[src/rtl/dr_pkg.sv]
// Shared types for the data-router family: reg_array lane commands, buffer
// read modes and the window_sequencer state encoding.
package dr_pkg;

    typedef enum logic [1:0] {
        IB   = 2'b00,   // load from input buffer
        SF   = 2'b01,   // shift
        IF   = 2'b10,   // load from recirculation FIFO
        HOLD = 2'b11
    } rcmd_e;

    typedef enum logic [1:0] {
        RR = 2'b00,     // all rows
        BR = 2'b01,     // one bank row
        RP = 2'b10,     // single pixel
        NE = 2'b11      // no read
    } rpsel_e;

    typedef enum logic [2:0] {
        IDLE,
        RD,
        WAIT,
        LOAD,
        SHIFT,
        DONE
    } wseq_state_e;

    // Out-of-range strides fall back to 1 so the address walk stays defined.
    function automatic logic [1:0] norm_stride(input logic [1:0] s, input int str_max);
        if (s == 2'd0 || int'(s) > str_max) begin
            return 2'd1;
        end
        return s;
    endfunction

endpackage

[src/rtl/wseq_addr_gen.sv]
// Buffer address counters for window_sequencer: column, bank, row and the
// base row of the current POY-row group.
module wseq_addr_gen
    import dr_pkg::*;
#(
    parameter int POY   = 3,
    parameter int ROW_W = 8,
    parameter int COL_W = 28
) (
    input  logic             clk,
    input  logic             rst_n,
    input  logic             init,
    input  logic             col_step,
    input  logic             grp_step,
    input  logic [1:0]       stride,
    output logic [COL_W-1:0] col,
    output logic [7:0]       bank,
    output logic [ROW_W-1:0] row
);

    localparam logic [7:0] BANK_LAST = 8'(POY - 1);

    logic [ROW_W-1:0] group_base;
    logic [ROW_W-1:0] grp_inc;
    logic [ROW_W-1:0] next_base;

    assign grp_inc   = ROW_W'(POY * int'(stride));
    assign next_base = group_base + grp_inc;

    // Counter update: block start clears, group step rebases, column step walks banks.
    // NOTE: state registers use non-blocking assignments so every flop samples pre-edge values.
    always_ff @(posedge clk) begin
        if (!rst_n || init) begin
            col        <= '0;
            bank       <= BANK_LAST;
            row        <= '0;
            group_base <= '0;
        end else if (grp_step) begin
            col        <= '0;
            bank       <= BANK_LAST;
            row        <= next_base;
            group_base <= next_base;
        end else if (col_step) begin
            col <= col + COL_W'(stride);
            if (bank == BANK_LAST) begin
                bank <= '0;
                row  <= row + ROW_W'(1);
            end else begin
                bank <= bank + 8'd1;
            end
        end
    end

endmodule

[src/rtl/window_sequencer.sv]
// Depthwise window sequencer: walks one output block column by column and
// row-group by row-group, issuing buffer reads, reg_array lane commands,
// FIFO pops and a valid/ready beat stream to dwpe.
module window_sequencer
    import dr_pkg::*;
#(
    parameter int KSIZE   = 3,
    parameter int POY     = 3,
    parameter int STR_MAX = 2,
    parameter int ROW_W   = 8,
    parameter int COL_W   = 28,
    parameter int DIM_W   = 8,
    parameter int RD_LAT  = 3
) (
    input  logic               clk,
    input  logic               rst_n,
    input  logic               blk_start,
    input  logic [1:0]         cfg_stride,
    input  logic [DIM_W-1:0]   cfg_ow,
    input  logic [DIM_W-1:0]   cfg_ohg,
    output logic               rd_req,
    output logic [1:0]         rd_sel,
    output logic [7:0]         rd_bank,
    output logic [ROW_W-1:0]   rd_row,
    output logic [COL_W-1:0]   rd_col,
    output logic [2*POY-1:0]   reg_array_cmd,
    output logic               fifo_read,
    output logic               dwpe_valid,
    input  logic               dwpe_ready,
    output logic               busy,
    output logic               blk_done
);

    localparam int               CNT_W      = 8;
    localparam logic [CNT_W-1:0] WAIT_LAST  = CNT_W'(RD_LAT - 2);
    localparam logic [CNT_W-1:0] SHIFT_LAST = CNT_W'(KSIZE - 2);

    wseq_state_e      state, state_nxt;
    logic [1:0]       stride_q;
    logic [DIM_W-1:0] ow_q, ohg_q, col_idx, grp_idx;
    logic [CNT_W-1:0] wait_cnt, shift_cnt;
    logic             load_fresh;
    logic             first_col, last_col, last_grp;
    logic             beat_state, accept, init;
    logic             col_step, grp_step;
    rpsel_e           sel;

    assign first_col  = (col_idx == '0);
    assign last_col   = (col_idx == ow_q - DIM_W'(1));
    assign last_grp   = (grp_idx == ohg_q - DIM_W'(1));
    assign beat_state = (state == LOAD) || (state == SHIFT);
    assign dwpe_valid = beat_state;
    assign accept     = beat_state && dwpe_ready;
    assign init       = (state == IDLE) && blk_start;
    assign rd_sel     = sel;

    wseq_addr_gen #(
        .POY   (POY),
        .ROW_W (ROW_W),
        .COL_W (COL_W)
    ) u_addr_gen (
        .clk      (clk),
        .rst_n    (rst_n),
        .init     (init),
        .col_step (col_step),
        .grp_step (grp_step),
        .stride   (stride_q),
        .col      (rd_col),
        .bank     (rd_bank),
        .row      (rd_row)
    );

    // State register.
    always_ff @(posedge clk) begin
        if (!rst_n) begin
            state <= IDLE;
        end else begin
            state <= state_nxt;
        end
    end

    // Block configuration, walk indices and the per-state cycle/beat counters.
    always_ff @(posedge clk) begin
        if (!rst_n) begin
            stride_q   <= 2'd1;
            ow_q       <= '0;
            ohg_q      <= '0;
            col_idx    <= '0;
            grp_idx    <= '0;
            wait_cnt   <= '0;
            shift_cnt  <= '0;
            load_fresh <= 1'b0;
        end else begin
            // Marks the first LOAD cycle so a stalled LOAD does not pop the FIFO twice.
            load_fresh <= (state == WAIT) && (state_nxt == LOAD);
            if (init) begin
                stride_q <= norm_stride(cfg_stride, STR_MAX);
                ow_q     <= cfg_ow;
                ohg_q    <= cfg_ohg;
                col_idx  <= '0;
                grp_idx  <= '0;
            end
            if (state == WAIT) begin
                wait_cnt <= (wait_cnt == WAIT_LAST) ? '0 : wait_cnt + CNT_W'(1);
            end
            if (state == SHIFT && accept) begin
                shift_cnt <= (shift_cnt == SHIFT_LAST) ? '0 : shift_cnt + CNT_W'(1);
            end
            if (col_step) begin
                col_idx <= col_idx + DIM_W'(1);
            end
            if (grp_step) begin
                col_idx <= '0;
                grp_idx <= grp_idx + DIM_W'(1);
            end
        end
    end

    // Next state and outputs; a stalled beat drives HOLD and freezes the walk.
    // NOTE: every combinational output is defaulted first so no latch is inferred.
    always_comb begin
        state_nxt = state;
        rd_req    = 1'b0;
        sel       = NE;
        fifo_read = 1'b0;
        busy      = (state != IDLE);
        blk_done  = 1'b0;
        col_step  = 1'b0;
        grp_step  = 1'b0;
        for (int i = 0; i < POY; i++) begin
            reg_array_cmd[2*i +: 2] = HOLD;
        end

        case (state)
            IDLE: begin
                if (blk_start) begin
                    state_nxt = (cfg_ow == '0 || cfg_ohg == '0) ? DONE : RD;
                end
            end
            RD: begin
                rd_req    = 1'b1;
                sel       = first_col ? RR : BR;
                state_nxt = WAIT;
            end
            WAIT: begin
                if (wait_cnt == WAIT_LAST) begin
                    state_nxt = LOAD;
                end
            end
            LOAD: begin
                fifo_read = load_fresh && !first_col;
                if (dwpe_ready) begin
                    for (int i = 0; i < POY; i++) begin
                        reg_array_cmd[2*i +: 2] = (!first_col && i < POY - 1) ? IF : IB;
                    end
                    state_nxt = SHIFT;
                end
            end
            SHIFT: begin
                if (dwpe_ready) begin
                    for (int i = 0; i < POY; i++) begin
                        reg_array_cmd[2*i +: 2] = SF;
                    end
                    if (shift_cnt == SHIFT_LAST) begin
                        if (!last_col) begin
                            col_step  = 1'b1;
                            state_nxt = RD;
                        end else if (!last_grp) begin
                            grp_step  = 1'b1;
                            state_nxt = RD;
                        end else begin
                            state_nxt = DONE;
                        end
                    end
                end
            end
            DONE: begin
                blk_done  = 1'b1;
                state_nxt = IDLE;
            end
            default: begin
                state_nxt = IDLE;
            end
        endcase
    end

endmodule

[config.mk]
export PLATFORM = sky130hd
export DESIGN_NAME = window_sequencer
export DESIGN_NICKNAME = d
export VERILOG_FILES = /design/src/rtl/dr_pkg.sv /design/src/rtl/wseq_addr_gen.sv /design/src/rtl/window_sequencer.sv
export SDC_FILE = /design/constraint.sdc
export NUM_CORES = 1
export LEC_CHECK = 0
export ABC_AREA = 1
export CAP_MARGIN = 40
export CORE_ASPECT_RATIO = 1.2
export CORE_MARGIN = 3
export CORE_UTILIZATION = 30
export DETAILED_ROUTE_END_ITERATION = 8
export PLACE_DENSITY = 0.55
export SETUP_SLACK_MARGIN = 0.2
export SLEW_MARGIN = 10
export SYNTH_ARGS = -nofsm -noshare
export SYNTH_HDL_FRONTEND = slang
export SYNTH_SLANG_ARGS = --single-unit
[constraint.sdc]
create_clock -name clk -period 1.9 [get_ports clk]
set_input_delay 0.19 -clock clk [delete_from_list [all_inputs] [get_ports clk]]
set_output_delay 0.19 -clock clk [all_outputs]
set_load 0.02 [all_outputs]
-- After elaboration in Yosys (flattened, before gate mapping)
Cells that the tools add are included.
Widths: inputs -> output; s select.
- $add $sub $neg: 10
- reduce and logical (&&, ||, !) cells: 24
- bitwise operators: 1
- multiplexer cells: 41
- magnitude comparators: 1
- equality and inequality tests: 11
- multiply operators: 1
- operator list (cell ; number):
    $mux 8 ; 9
    $add 8x1->8 const B ; 6
    $add 28x2->28 ; 1
    $logic_not 8->1 ; 3
    $mux 3 ; 8
    $eq 8x1->1 const B ; 2
    $eq 8x8->1 ; 2
    $mux 1 ; 16
    $sub 8x1->8 const B ; 2
    $pmux 3 s5 ; 1
    $mux 6 ; 2
    $pmux 6 s2 ; 1
    $eq 3x2->1 const B ; 3
    $add 8x8->8 ; 1
    $eq 8x2->1 const B ; 1
    $mux 2 ; 4
    $reduce_bool 2->1 ; 4
    $eq 3x3->1 const B ; 2
    $logic_and 1x1->1 ; 5
    $logic_or 1x1->1 ; 4
    $mul 2x2->4 const A ; 1
    $reduce_or 2->1 ; 2
    $eq 3x1->1 const B ; 1
    $logic_not 3->1 ; 1
    6 further kinds ; 7
- register bits: 106

-- Logic depth before layout (Yosys ltp)
- depth after elaboration: 9
- gate-level depth with buffers: 17
- depth with buffers taken out: 16

-- Hierarchy
A second synthesis with hierarchy kept.
- cells, all modules: 885
- area, all modules: 5979.5 um^2
- modules (own cells, without submodules) (module ; times used ; area each (um^2) ; cells an instance):
    window_sequencer ; 1 ; 3189.3 ; 482
    wseq_addr_gen ; 1 ; 2790.2 ; 403

-- Worst setup path before layout
OpenSTA, ideal clock, no wires.
- path kind: register to register
- start point: reg u_addr_gen.col[0]
- end point: reg u_addr_gen.col[14]
- data required time: 1.783 ns
- path slack: -0.258 ns
- setup time: 0.117 ns
- stages on the path, launching flop included: 12
- path buffers: 0
- data arrival time: 2.041 ns
- cell sequence: dfxtp_1 -> ha_1 -> inv_1 -> fa_1 -> inv_1 -> nand3_1 -> inv_1 -> nand2_1 -> nor4_1 -> nand4_1 -> nand2_1 -> a21oi_1
- cells in the longest elaborated chain, start to end: 1
- ends and longest elaborated chain (item ; line ; source):
    start, declared ; wseq_addr_gen.sv:16 ; output logic [COL_W-1:0] col,
    start signal, assigned ; wseq_addr_gen.sv:44 ; col <= col + COL_W'(stride);
    $add 28x2->28 ; wseq_addr_gen.sv:44 ;
No other way between the ends.
A chain may end at the register's enable or synchronous reset.

-- Final worst setup path
- start point: reg ow_q[1]
- end point: reg u_addr_gen.bank[6]
- cells in the longest elaborated chain, start to end: 7
- elaborated cells on any way between the ends: 11
- classes of those cells: add/sub: 1; eq/ne: 1; mux: 8; reduce/logical: 1
- ends and longest elaborated chain (item ; line ; source):
    start, declared ; window_sequencer.sv:40 ; logic [DIM_W-1:0] ow_q, ohg_q, col_idx, grp_idx;
    start signal, assigned ; window_sequencer.sv:98 ; ow_q <= cfg_ow;
    $sub 8x1->8 * ; window_sequencer.sv:49 ; assign last_col = (col_idx == ow_q - DIM_W'(1));
    $eq 8x8->1 * ; window_sequencer.sv:49 ;
    $mux 1 ; window_sequencer.sv:165 ; if (!last_col) begin
    $mux 1 ; window_sequencer.sv:164 ; if (shift_cnt == SHIFT_LAST) begin
    $mux 1 ; window_sequencer.sv:160 ; if (dwpe_ready) begin
    $mux 1 ; window_sequencer.sv:134 ; case (state)
    $reduce_or 2->1 (no source line) ; -- ;
    end signal, assigned ; wseq_addr_gen.sv:49 ; bank <= bank + 8'd1;
    end, declared ; wseq_addr_gen.sv:17 ; output logic [7:0] bank,
Every way passes the cells marked *; elsewhere a longest branch is shown, timed or not.

==> flow_metrics.tcl <==
set metrics [dict create \
    max_slew_margin_pct 73.0 \
    antenna_left 0 \
    clock_path_buffers 2 \
    wl_per_cell_um 13.4 \
    dp_cells 1381 \
    vias_per_cell 4.71 \
    yosysWarnings 0 \
    hp-class "register to register" \
    routed_wl_um 19000 \
    via_count 6657 \
    fp.dieH_um 166 \
    final_hold_viol_count 0 \
    syn_area_per_cell_um2 6.76 \
    swShare_pct 26.6 \
    syn-cell-area_um2 6420 \
    cp-end-kind "register" \
    post-route-period-util_pct 112 \
    cts_tree "built" \
    grt-ovfl-total 0 \
    synth.distinct_cells 43 \
    grt_pass1_wl_um 31300 \
    comb_power_share_pct 16.0 \
    dp.final_hpwl_um 14000 \
    fmax_mhz 472 \
    grt.total_usage_pct 16.2 \
    antenna_found_initial 0 \
    yosysSeqAreaShare_pct 33.0 \
    grt_max_degree 40 \
    numClockSinks 106 \
    p_total_mw 5.36 \
    critPathRequiredTime_ps 2140 \
    switchingPower_mw 1.43 \
    cts_buffers 9 \
    p_int_mw 3.94 \
    final_area_um2 9490 \
    first_global_vias 6477 \
    worst_pin_slew_ps 403 \
    rsz0062_at_grt "true" \
    ys_ff_latch 106 \
    critPathArrivalTime_ps 2360 \
    syn_inst 950 \
    slew_violations 0 \
    synthToLayoutAreaGrowth_pct 47.7 \
    multiInputGateArea_um2 4200 \
    drt_iter0_markers 312 \
    nFillCells 2135 \
    drc 0 \
    dpl_cell_area_um2 8470 \
    max_cap_violations 0 \
    fin_cells 1413 \
    synthArstFlopShare_pct 0 \
    fin_nets 1182 \
    firstDrtPassIters 4 \
    clock_latency_ps 360 \
    io_buffers 78 \
    cts.reportedPaths.clkPinSlew_ps 70 \
    syn_nets 994 \
    worstSetupStartpointType "register" \
    pwr-share-seq_pct 43.3 \
    num_rows 58 \
    ff_latch_area_um2 2150 \
    pwr-share-clk_pct 40.7 \
    die_x_um 140 \
    root_buffer "clkbuf_16" \
    fin_skew_ps 10.3 \
    initial_utilization_pct 30.6 \
    finalSetupViolCount 69 \
    crit_type "register to register" \
    period_needed_ps 2120 \
    ys.flop_type "dfxtp_1" \
    setup_ws_ps -221 \
    drive_above_1_share_pct 28.1 \
    ioPinCount 79 \
    diodes 0 \
    dieArea_um2 23200 \
    htree_levels 3 \
    p_per_area_nw_per_um2 565 \
    gp_congestion 0.828 \
    crit_fanout 7 \
    p_leak_nw 3.84 \
    status "complete, but fails checks" \
    vdd_ir_drop_max_uv 549 \
    violations "setup timing" \
    core_area_um2 21000 \
    synth_edf_count 0 \
]
-- final cells by class --
| type | instances | share of cell area [%] |
|---|---|---|
| well taps | 270 | 3.56 |
| clock buffers | 9 | 2.37 |
| clock inverters | 7 | 1.24 |
| flip-flops and latches | 106 | 22.6 |
| repair buffers | 209 | 20.5 |
| inverters | 136 | 5.46 |
| multi-input cells | 676 | 44.2 |
-- logic make-up after synthesis --
group,synth area share (%)
adders and majority gates,4.52
xor gates and xnor gates,6.41
buffers and inverters,10.9
and+or+nand+nor,35.6
DFF,33.0
AOI/OAI and AO/OA,9.47
-- routing by layer --
| metal | global-route usage, % | up-vias | routed length (um) |
|---|---|---|---|
| met1 | 20.7 | 3065 | 8690 |
| li1 | - | 3456 | - |
| met2 | 28.3 | 116 | 9290 |
| met3 | 2.07 | 20 | 713 |
| met5 | 0 | - | 0 |
| met4 | 4.85 | 0 | 283 |
-- placed cells by master (no fill, tap or decap), types with 21 or more instances in the layout --
master	Yosys	routed
inv_1	131	121
clkdlybuf4s50_1	0	62
buf_4	11	109
xor2_1	30	28
a21oi_1	61	38
nor3_1	31	26
a21oi_2	0	22
o21ai_0	32	23
nor2_1	107	85
nand2_1	196	177
nand3_1	72	49
nand4_1	36	36
nand3_2	3	21
dfxtp_1	106	91
-- synth_stat cells (13+ instances only) --
cell / n / share of area, %
nand2_1: 196 / 11
inv_1: 131 / 7.7
nor2_1: 107 / 6.3
dfxtp_1: 106 / 33
nand3_1: 72 / 5.6
a21oi_1: 61 / 4.8
nand4_1: 36 / 3.5
o21ai_0: 32 / 2.5
nor3_1: 31 / 2.4
xor2_1: 30 / 4.1
ha_1: 20 / 3.9
xnor2_1: 17 / 2.3
nor4_1: 13 / 1.3
-- power by group through the flow --
stage               clock network [mW]  logic (mW)  registers, mW
global route                      2.33       0.946           2.33
floorplan                            0       0.451           2.36
finish                            2.18       0.857           2.32
detailed placement                   0       0.749           2.37
global placement                     0       0.743           2.37
CTS                               2.26       0.800           2.32
-- flip-flops by register name, summed over array words and instances (netlist names) --
name,count
u_addr_gen.col,28
col_idx,8
grp_idx,8
ohg_q,8
ow_q,8
shift_cnt,8
u_addr_gen.bank,8
u_addr_gen.group_base,8
u_addr_gen.row,8
wait_cnt,8
state,3
stride_q,2
load_fresh,1
-- through the flow --
step / setup WS (ps) / TNS, ps / util (%) / hold WS [ps]
finish: -221 / -9870 / 45.3 / 465
global route: -335 / -19040 / 45.3 / 493
CTS: -199 / -10930 / 43.7 / 475
detailed placement: -356 / -15440 / 40.4 / 460
global placement: -308 / -13980 / 40.4 / 449
floorplan: -34.1 / -949 / - / 352
-- worst paths after layout --
check,end,start,slack (ps),cells after the start
worst min-delay path,u_addr_gen.group_base[0],u_addr_gen.group_base[0],470,2
worst max register to register,u_addr_gen.bank[6],ow_q[1],-220,12
worst max-delay path,u_addr_gen.bank[6],ow_q[1],-220,12
worst min register to register,u_addr_gen.group_base[0],u_addr_gen.group_base[0],470,2
-- critical path, stage by stage, from the launching register on --
cell,delay [ps]
dfxtp_2,340
inv_2,50
ha_4,230
or2_1,200
a21oi_1,140
nand3_1,120
nor2_4,140
nand2_4,100
nor2_4,140
nand2_4,110
nand3_4,200
clkbuf_16,210
nor2_1,40
-- what timing repair did --
action / CTS / global route
setup endpoints to repair: 88 / 93
gates cloned: 1 / 2
gates resized for setup: 120 / 77
setup buffers: 6 / 7
hold buffers: 0 / 0
pin swaps: 27 / 24
(Power assumes the default switching activity.)
